File: src/rtl/phase_sequencer_if.sv
// Signal bundle between the slow-clock source/controller and the phase sequencer.
// The master drives slow_clk/enable/stall; the sequencer (slave) returns pulses, phase and counters.
interface phase_sequencer_if #(
    parameter int CNT_W   = 32,
    parameter int STALL_W = 16
);
    logic               slow_clk;
    logic               enable;
    logic               stall;
    logic               rise_pulse;
    logic               fall_pulse;
    logic [2:0]         phase;
    logic [3:0]         strobe;
    logic               busy;
    logic [CNT_W-1:0]   cycle_count;
    logic [STALL_W-1:0] stall_count;

    modport master (
        output slow_clk, enable, stall,
        input  rise_pulse, fall_pulse, phase, strobe, busy, cycle_count, stall_count
    );

    modport slave (
        input  slow_clk, enable, stall,
        output rise_pulse, fall_pulse, phase, strobe, busy, cycle_count, stall_count
    );
endinterface

File: src/rtl/phase_sequencer.sv
// Instruction-phase sequencer stepped by rising edges of a divided clock that is
// sampled as data on clkin; counts completed instruction cycles and stall holds.
module phase_sequencer #(
    parameter int CNT_W   = 32,
    parameter int STALL_W = 16
) (
    input  logic              clkin,
    input  logic              reset,
    phase_sequencer_if.slave  bus
);
    typedef enum logic [2:0] {
        IDLE      = 3'd0,
        FETCH     = 3'd1,
        DECODE    = 3'd2,
        EXECUTE   = 3'd3,
        WRITEBACK = 3'd4
    } phase_t;

    localparam logic [CNT_W-1:0]   CNT_ONE   = 1;
    localparam logic [STALL_W-1:0] STALL_ONE = 1;

    phase_t             phase_q;
    logic               slow_q;
    logic               primed_q;
    logic               rise_q;
    logic               fall_q;
    logic [3:0]         strobe_q;
    logic [CNT_W-1:0]   cycle_q;
    logic [STALL_W-1:0] stall_q;
    logic               rise_d;
    logic               fall_d;

    // primed_q masks the first edge after reset release so a high slow_clk is not seen as a rise.
    assign rise_d =  bus.slow_clk & ~slow_q & primed_q;
    assign fall_d = ~bus.slow_clk &  slow_q & primed_q;

    always_ff @(posedge clkin or negedge reset) begin
        if (!reset) begin
            slow_q   <= 1'b0;
            primed_q <= 1'b0;
            rise_q   <= 1'b0;
            fall_q   <= 1'b0;
            strobe_q <= 4'b0000;
            phase_q  <= IDLE;
            cycle_q  <= '0;
            stall_q  <= '0;
        end else begin
            slow_q   <= bus.slow_clk;
            primed_q <= 1'b1;
            rise_q   <= rise_d;
            fall_q   <= fall_d;
            strobe_q <= 4'b0000;
            if (rise_d) begin
                if (phase_q == IDLE) begin
                    if (bus.enable && !bus.stall) begin
                        phase_q  <= FETCH;
                        strobe_q <= 4'b0001;
                    end
                end else if (bus.stall) begin
                    if (stall_q != '1) stall_q <= stall_q + STALL_ONE;
                end else begin
                    case (phase_q)
                        FETCH: begin
                            phase_q  <= DECODE;
                            strobe_q <= 4'b0010;
                        end
                        DECODE: begin
                            phase_q  <= EXECUTE;
                            strobe_q <= 4'b0100;
                        end
                        EXECUTE: begin
                            phase_q  <= WRITEBACK;
                            strobe_q <= 4'b1000;
                        end
                        WRITEBACK: begin
                            if (cycle_q != '1) cycle_q <= cycle_q + CNT_ONE;
                            if (bus.enable) begin
                                phase_q  <= FETCH;
                                strobe_q <= 4'b0001;
                            end else begin
                                phase_q  <= IDLE;
                            end
                        end
                        default: phase_q <= IDLE;
                    endcase
                end
            end
        end
    end

    assign bus.rise_pulse  = rise_q;
    assign bus.fall_pulse  = fall_q;
    assign bus.phase       = phase_q;
    assign bus.strobe      = strobe_q;
    assign bus.busy        = (phase_q != IDLE);
    assign bus.cycle_count = cycle_q;
    assign bus.stall_count = stall_q;
endmodule

File: src/flat_wrapper.sv
// flat-port wrapper written by rule: the top's interface ports become plain ports
module phase_sequencer_flat 
#(
    parameter int CNT_W   = 32,
    parameter int STALL_W = 16
)
  (clkin, reset, bus_slow_clk, bus_enable, bus_stall, bus_rise_pulse, bus_fall_pulse, bus_phase, bus_strobe, bus_busy, bus_cycle_count, bus_stall_count);
  phase_sequencer_if #(.CNT_W(CNT_W), .STALL_W(STALL_W)) bus_i ();
  input  logic clkin;
  input  logic reset;
  input wire logic [$bits(bus_i.slow_clk)-1:0] bus_slow_clk;
  input wire logic [$bits(bus_i.enable)-1:0] bus_enable;
  input wire logic [$bits(bus_i.stall)-1:0] bus_stall;
  output wire logic [$bits(bus_i.rise_pulse)-1:0] bus_rise_pulse;
  output wire logic [$bits(bus_i.fall_pulse)-1:0] bus_fall_pulse;
  output wire logic [$bits(bus_i.phase)-1:0] bus_phase;
  output wire logic [$bits(bus_i.strobe)-1:0] bus_strobe;
  output wire logic [$bits(bus_i.busy)-1:0] bus_busy;
  output wire logic [$bits(bus_i.cycle_count)-1:0] bus_cycle_count;
  output wire logic [$bits(bus_i.stall_count)-1:0] bus_stall_count;
  assign bus_i.slow_clk = bus_slow_clk;
  assign bus_i.enable = bus_enable;
  assign bus_i.stall = bus_stall;
  assign bus_rise_pulse = bus_i.rise_pulse;
  assign bus_fall_pulse = bus_i.fall_pulse;
  assign bus_phase = bus_i.phase;
  assign bus_strobe = bus_i.strobe;
  assign bus_busy = bus_i.busy;
  assign bus_cycle_count = bus_i.cycle_count;
  assign bus_stall_count = bus_i.stall_count;
  phase_sequencer #(.CNT_W(CNT_W), .STALL_W(STALL_W)) u_core (.clkin(clkin), .reset(reset), .bus(bus_i));
endmodule
File: config.mk
export PLATFORM = sky130hd
export DESIGN_NAME = phase_sequencer_flat
export DESIGN_NICKNAME = d
export VERILOG_FILES = /design/src/rtl/phase_sequencer_if.sv /design/src/rtl/phase_sequencer.sv /design/src/flat_wrapper.sv
export SDC_FILE = /design/constraint.sdc
export NUM_CORES = 1
export LEC_CHECK = 0
export ABC_AREA = 0
export CELL_PAD_IN_SITES_DETAIL_PLACEMENT = 0
export CELL_PAD_IN_SITES_GLOBAL_PLACEMENT = 2
export CORE_MARGIN = 1.5
export CORE_UTILIZATION = 34
export CTS_BUF_LIST = sky130_fd_sc_hd__clkbuf_16
export DETAILED_ROUTE_END_ITERATION = 10
export GPL_ROUTABILITY_DRIVEN = 0
export GPL_TIMING_DRIVEN = 0
export MAX_ROUTING_LAYER = met4
export PLACE_DENSITY = 0.9
export SLEW_MARGIN = 20
export SYNTH_ARGS = -nofsm -noshare
export SYNTH_HDL_FRONTEND = slang
export SYNTH_SLANG_ARGS = --single-unit
export TNS_END_PERCENT = 20
File: constraint.sdc
create_clock -name clkin -period 4.4 [get_ports clkin]
set_clock_uncertainty 0.2 [all_clocks]
set_input_delay 0.44 -clock clkin [delete_from_list [all_inputs] [get_ports clkin]]
set_output_delay 0.44 -clock clkin [all_outputs]
set_load 0.03 [all_outputs]
==> flow_metrics.tcl, run 1 <==
set metrics [dict create \
    status "finished clean" \
    grt_pass1_wl_um 10300 \
    reg2reg_from "u_core.bus.cycle_count[21]" \
    routed_wirelength_um 6220 \
    io-pin-count 63 \
    ys_seq_area_share_pct 53.8 \
    async_flop_share_pct 100 \
    start_kind "flop" \
    netlist_top_cells_count "dfrtp_1, nand2_1, xor2_1" \
    start_util_pct 35.3 \
    reg2reg_to "u_core.bus.cycle_count[6]" \
    die_h_um 92.9 \
    row_count 32 \
    post-route-period-util_pct 58.6 \
    clk_pin_slew_ns 0.05 \
    synth_top_area_share_pct 53.8 \
    post-route-util_pct 48.5 \
    crit_path_end_kind "output port" \
    fin_tns_setup_ns 0 \
    syn_nets 259 \
    seq_power_share_pct 44.1 \
    cap_violations 0 \
    avgSynthCellArea_sq_um 10.9 \
    vias 2101 \
    synth_cells 252 \
    crit_arrival_ns 1.94 \
    power.leakage_nw 1.68 \
    critical_path.startpoint "u_core.bus.phase[1]" \
    yosys-top-cells-area "dfrtp_1, xor2_1, xnor2_1" \
    clock_latency_ns 0.32 \
    switching_share_pct 26.2 \
    cts_buffer_depth 2 \
    area_growth_pct 37.1 \
    drt-initial-drc-count 69 \
    grt_use_total_pct 15.8 \
    drc 0 \
    rsz0062_at_grt "no" \
    core_region_area_sq_um 7770 \
    cts_num_sinks 59 \
    period_minus_slack_ns 2.58 \
    slew_headroom_pct 53.5 \
    hpwl_um 4440 \
    drt-vias-per-instance 4.89 \
    antenna_cells 0 \
    required_ns 3.76 \
    ant_nets 0 \
    synth.most_common_cell "dfrtp_1" \
    power_frac_clock_pct 41.8 \
    timing_worst_setup_path_type "reg -> out" \
    synth_seq_cells 59 \
    dominantRegCellSynth "dfrtp_1" \
    grt_max_degree 57 \
    drv_slew 0 \
    internal_power_mw 1.01 \
    numCtsBuffers 9 \
    firstDrtPassIters 4 \
    nNetsFinal 334 \
    fillers 759 \
    root_buffer "clkbuf_16" \
    antenna_found_initial 0 \
    synth-edff-count 0 \
    r2r_cells 6 \
    power_frac_comb_pct 14.1 \
    max_freq_mhz 388 \
    synth_top_cell_by_area "dfrtp_1" \
    seqCellArea_sq_um 1480 \
    multiInputGateArea_sq_um 1230 \
    port-buffer-count 62 \
    vdd_ir_drop_max_uv 202 \
    dieWidth_um 92.9 \
    p_sw_uw 357 \
    hold_viol 0 \
    hp-class "in -> async" \
    whs_ns 0.276 \
    r2r_slack_ns 1.86 \
    drive_gt1_share_pct 6.71 \
    yosys_warnings 0 \
    endpoint "bus_busy" \
    gr-total-overflow 0 \
    grt_pass1_vias 2037 \
    cts_tree "built" \
    dieArea_sq_um 8620 \
    synth_area_sq_um 2750 \
    wire_per_inst_um 14.5 \
    synth_cell_types 43 \
    worstMarginPinSlew_ns 0.696 \
    htreeDepth 3 \
    critPathMaxFanout 9 \
    power_density_nw_per_um2 362 \
    setup_violations 0 \
]
==> flip-flops by register name, indices dropped and copies added (netlist names) <==
signal / count
u_core.bus.cycle_count: 32
u_core.bus.fall_pulse: 1
u_core.bus.phase: 3
u_core.bus.rise_pulse: 1
u_core.bus.stall_count: 16
u_core.bus.strobe: 4
u_core.primed_q: 1
u_core.slow_q: 1
==> per-stage QoR <==
step                cells  worst slack (ns)  power (mW)  area [sq um]
CTS                   430              1.79        1.39          3760
global placement      416             0.735       0.797          3490
floorplan             252              1.99       0.707          2750
global route          430              1.69        1.42          3760
detailed placement    417              1.56       0.803          3520
finish                430              1.82        1.36          3760
==> how the worst min path moves through the flow <==
stage               cells past startpoint                  startpoint                    endpoint
floorplan                               0                       reset   u_core.bus.cycle_count[0]
global placement                        1  u_core.bus.cycle_count[31]  u_core.bus.cycle_count[31]
detailed placement                      1                       reset        u_core.bus.strobe[2]
CTS                                     2                       reset        u_core.bus.strobe[2]
global route                            2                       reset        u_core.bus.strobe[1]
finish                                  2                       reset         u_core.bus.phase[1]
==> layout by cell type (no fill, tap or decap), drive strengths merged, types with 11 or more instances in the layout <==
master	n
dfrtp	59
xnor2	19
nand3	21
clkbuf	11
nor4	11
xor2	24
clkdlybuf4s50	61
nand2	24
nor2	15
nor3	11
==> power by group through the flow <==
stage | logic, mW | clock network [mW] | registers, mW
floorplan | 0.0568 | 0 | 0.650
global placement | 0.189 | 0 | 0.609
detailed placement | 0.194 | 0 | 0.609
CTS | 0.195 | 0.588 | 0.601
global route | 0.208 | 0.612 | 0.605
finish | 0.192 | 0.571 | 0.601
==> area by class of cell <==
type                            count  share of cell area, %
Clock inverter                      3                  0.299
Inverter                            3                  0.299
Tap cell                          102                   3.39
Sequential cell                    59                   39.2
Multi-Input combinational cell    186                   32.7
Timing Repair Buffer               64                   17.4
Clock buffer                        9                   5.98
Buffer                              4                  0.698
==> routing by layer <==
metal / share of wire (%) / global-route usage, % / wire length (um)
met5: 0 / - / 0
met4: 1.4 / 7.20 / 87
met3: 4.2 / 2.63 / 264
met2: 44 / 22.3 / 2760
met1: 50 / 22.2 / 3100
==> critical path: stages (launching register included) <==
cell and delay, ns:
dfrtp_1 0.38, clkbuf_1 0.19, or3_1 0.44, clkdlybuf4s50_1 0.62
==> cell families after synthesis <==
| family | Yosys count | synth area share [%] |
|---|---|---|
| AO/OA/AOI/OAI | 13 | 2.92 |
| flip-flops | 59 | 53.8 |
| multiplexers | 3 | 1.23 |
| XOR/XNOR | 43 | 13.7 |
| adder cells (fa/ha/maj) | 2 | 0.911 |
| AND/OR/NAND/NOR | 124 | 25.9 |
| buffers and inverters | 7 | 1.37 |
| other | 1 | 0.137 |
==> timing repair <==
action	CTS	global route
endpoints found under the setup margin	0	0
endpoints found under the hold margin	59	0
gates resized for setup	0	0
hold buffers	1	0
buffers inserted	0	0
Power figures use the tool's default switching activity.
==> inputs of run 2 (changes only) <==
CORE_UTILIZATION = 28   (was 34)
PLACE_DENSITY = 0.79   (was 0.9)
clock period = 2.2 ns   (was 4.4 ns; I/O delays follow)
==> run 2 against run 1 <==
  * Routed wire length is 8.0% higher
  * Sequential power is 100% higher
  * Register-to-register slack worse by 1.8 ns
  * Sequential share of layout area is 2.6 points lower
  * Utilization is 4.8 points lower
  * Non-clock buffer count is 19 higher
  * Cell count is 12% higher
  * Clock power is 110% higher
  * Critical path type is now reg -> reg
==> flow_metrics.tcl, run 2 (synthesis results as in run 1) <==
set metrics [dict create \
    status "finished clean" \
    largest_register_ffs 32 \
    core_region_area_sq_um 9370 \
    period_minus_slack_ns 2.14 \
    power.leakage_nw 1.79 \
    nNetsFinal 353 \
    vdd_ir_drop_max_uv 388 \
    start_util_pct 29.3 \
    clock_latency_ns 0.32 \
    hold_viol 0 \
    cp_cell_sequence "nand3_4 > or4_4 > or2_1 > buf_6 > nor4b_4 > xor2_1" \
    antenna_found_initial 0 \
    gr-total-overflow 0 \
    path_delay_family "simple AND/OR/NAND/NOR gates" \
    cts_tree "built" \
    timing_worst_setup_path_type "reg -> reg" \
    cap_violations 0 \
    routed_wirelength_um 6710 \
    post-route-util_pct 43.7 \
    crit_path_end_kind "flop" \
    crit_buf_inv 1 \
    drc 0 \
    htreeDepth 3 \
    grt_max_degree 36 \
    dieWidth_um 102 \
    cts_buffer_depth 2 \
    worstMarginPinSlew_ns 0.618 \
    critPathMaxFanout 8 \
    grt_pass1_wl_um 11100 \
    crit_path_max_incr_delay_ns 0.55 \
    die_h_um 102 \
    clk_pin_slew_ns 0.05 \
    vias 2231 \
    power_density_nw_per_um2 677 \
    drive_gt1_share_pct 22.8 \
    drt-vias-per-instance 4.65 \
    setup_violations 0 \
    firstDrtPassIters 4 \
    grt_use_total_pct 14.1 \
    fin_tns_setup_ns 0 \
    post-route-period-util_pct 97.4 \
    critical_path.startpoint "u_core.bus.cycle_count[14]" \
    reg2reg_from "u_core.bus.cycle_count[14]" \
    final_area_sq_um 4100 \
    max_freq_mhz 467 \
    mostFrequentLayoutCell "clkdlybuf4s50_1" \
    required_ns 2.24 \
    cp_slowest_cell "or4_4" \
    fin_cells 480 \
    dieArea_sq_um 10400 \
    slew_headroom_pct 58.2 \
    drt-initial-drc-count 65 \
    numCtsBuffers 9 \
    placed_cells 444 \
    final_cell_mix "clkdlybuf4s50_1, dfrtp_1, nand2_1, xor2_1" \
    place_area_sq_um 3570 \
    grt_pass1_vias 2231 \
    row_count 35 \
    hp-class "in -> async" \
    antenna_cells 0 \
    crit_arrival_ns 2.18 \
    cts_num_sinks 59 \
    area_growth_pct 49.2 \
    port-buffer-count 62 \
    wire_per_inst_um 14.0 \
    root_buffer "clkbuf_16" \
    start_kind "flop" \
    drv_slew 0 \
    fin_total_pwr_mw 2.77 \
    rsz0062_at_grt "yes" \
    io-pin-count 63 \
    hpwl_um 4670 \
    ant_nets 0 \
]
-- run 2: cell types whose count changed in the layout (fill, tap and decap cells not counted), moves of 3 or more --
cell     delta
buf_4      +18
dfrtp_1    -20
nor4_1      -5
dfrtp_2    +20
nor4_2      +3
-- run 2: worst reg2reg max path, cell delays in order, from the launching register on --
cell	delay (ns)
dfrtp_2	0.39
nand3_4	0.10
or4_4	0.55
or2_1	0.24
buf_6	0.15
nor4b_4	0.28
xor2_1	0.15
-- run 2: worst paths after layout --
check,endpoint,slack (ns),depth (start not counted)
worst max-delay path,u_core.bus.cycle_count[31],0.06,6
worst min-delay path,u_core.bus.fall_pulse,0.15,2
worst max register to register,u_core.bus.cycle_count[31],0.06,6
worst min register to register,u_core.bus.cycle_count[29],0.28,1
max in group asynchronous,u_core.bus.cycle_count[9],1.13,3
min in group clkin,u_core.slow_q,0.22,1
-- run 2: timing repair --
action                     CTS  global route
gates cloned                 0             0
setup endpoints to repair   20            27
hold endpoints to repair    59             0
buffers inserted             4            15
hold buffers                 1             0
resized for setup            6            23
pin swaps                    3             5
-- run 2: metal layers --
metal / global-route usage, % / wire, um
met5: - / 0
met4: 5.80 / 51
met3: 2.46 / 201
met2: 20.3 / 3150
met1: 19.5 / 3310
-- run 2: stage by stage --
stage                     setup WS (ns)  hold slack [ns]
after floorplan                 -0.0321           -0.276
after global placement            -1.53            0.269
after detailed placement         -0.397          -0.0471
after CTS                       -0.0353            0.156
after global routing            -0.0210            0.195
final                            0.0566            0.154
-- run 2: area by class of cell --
cell class / instances / area, sq um
Buffer: 4 / 31.3
Inverter: 3 / 11.3
Multi-Input combinational cell: 186 / 1350
Sequential cell: 59 / 1500
Clock inverter: 7 / 28.8
Tap cell: 129 / 161
Clock buffer: 9 / 225
Fill cell: 959 / 5280
Timing Repair Buffer: 83 / 790
-- run 2: power by group --
group | internal (mW) | switching [mW] | leakage, nW
Combinational | 0.147 | 0.228 | 0.887
Clock | 0.736 | 0.462 | 0.134
Sequential | 1.14 | 0.0654 | 0.770
Total | 2.02 | 0.755 | 1.79
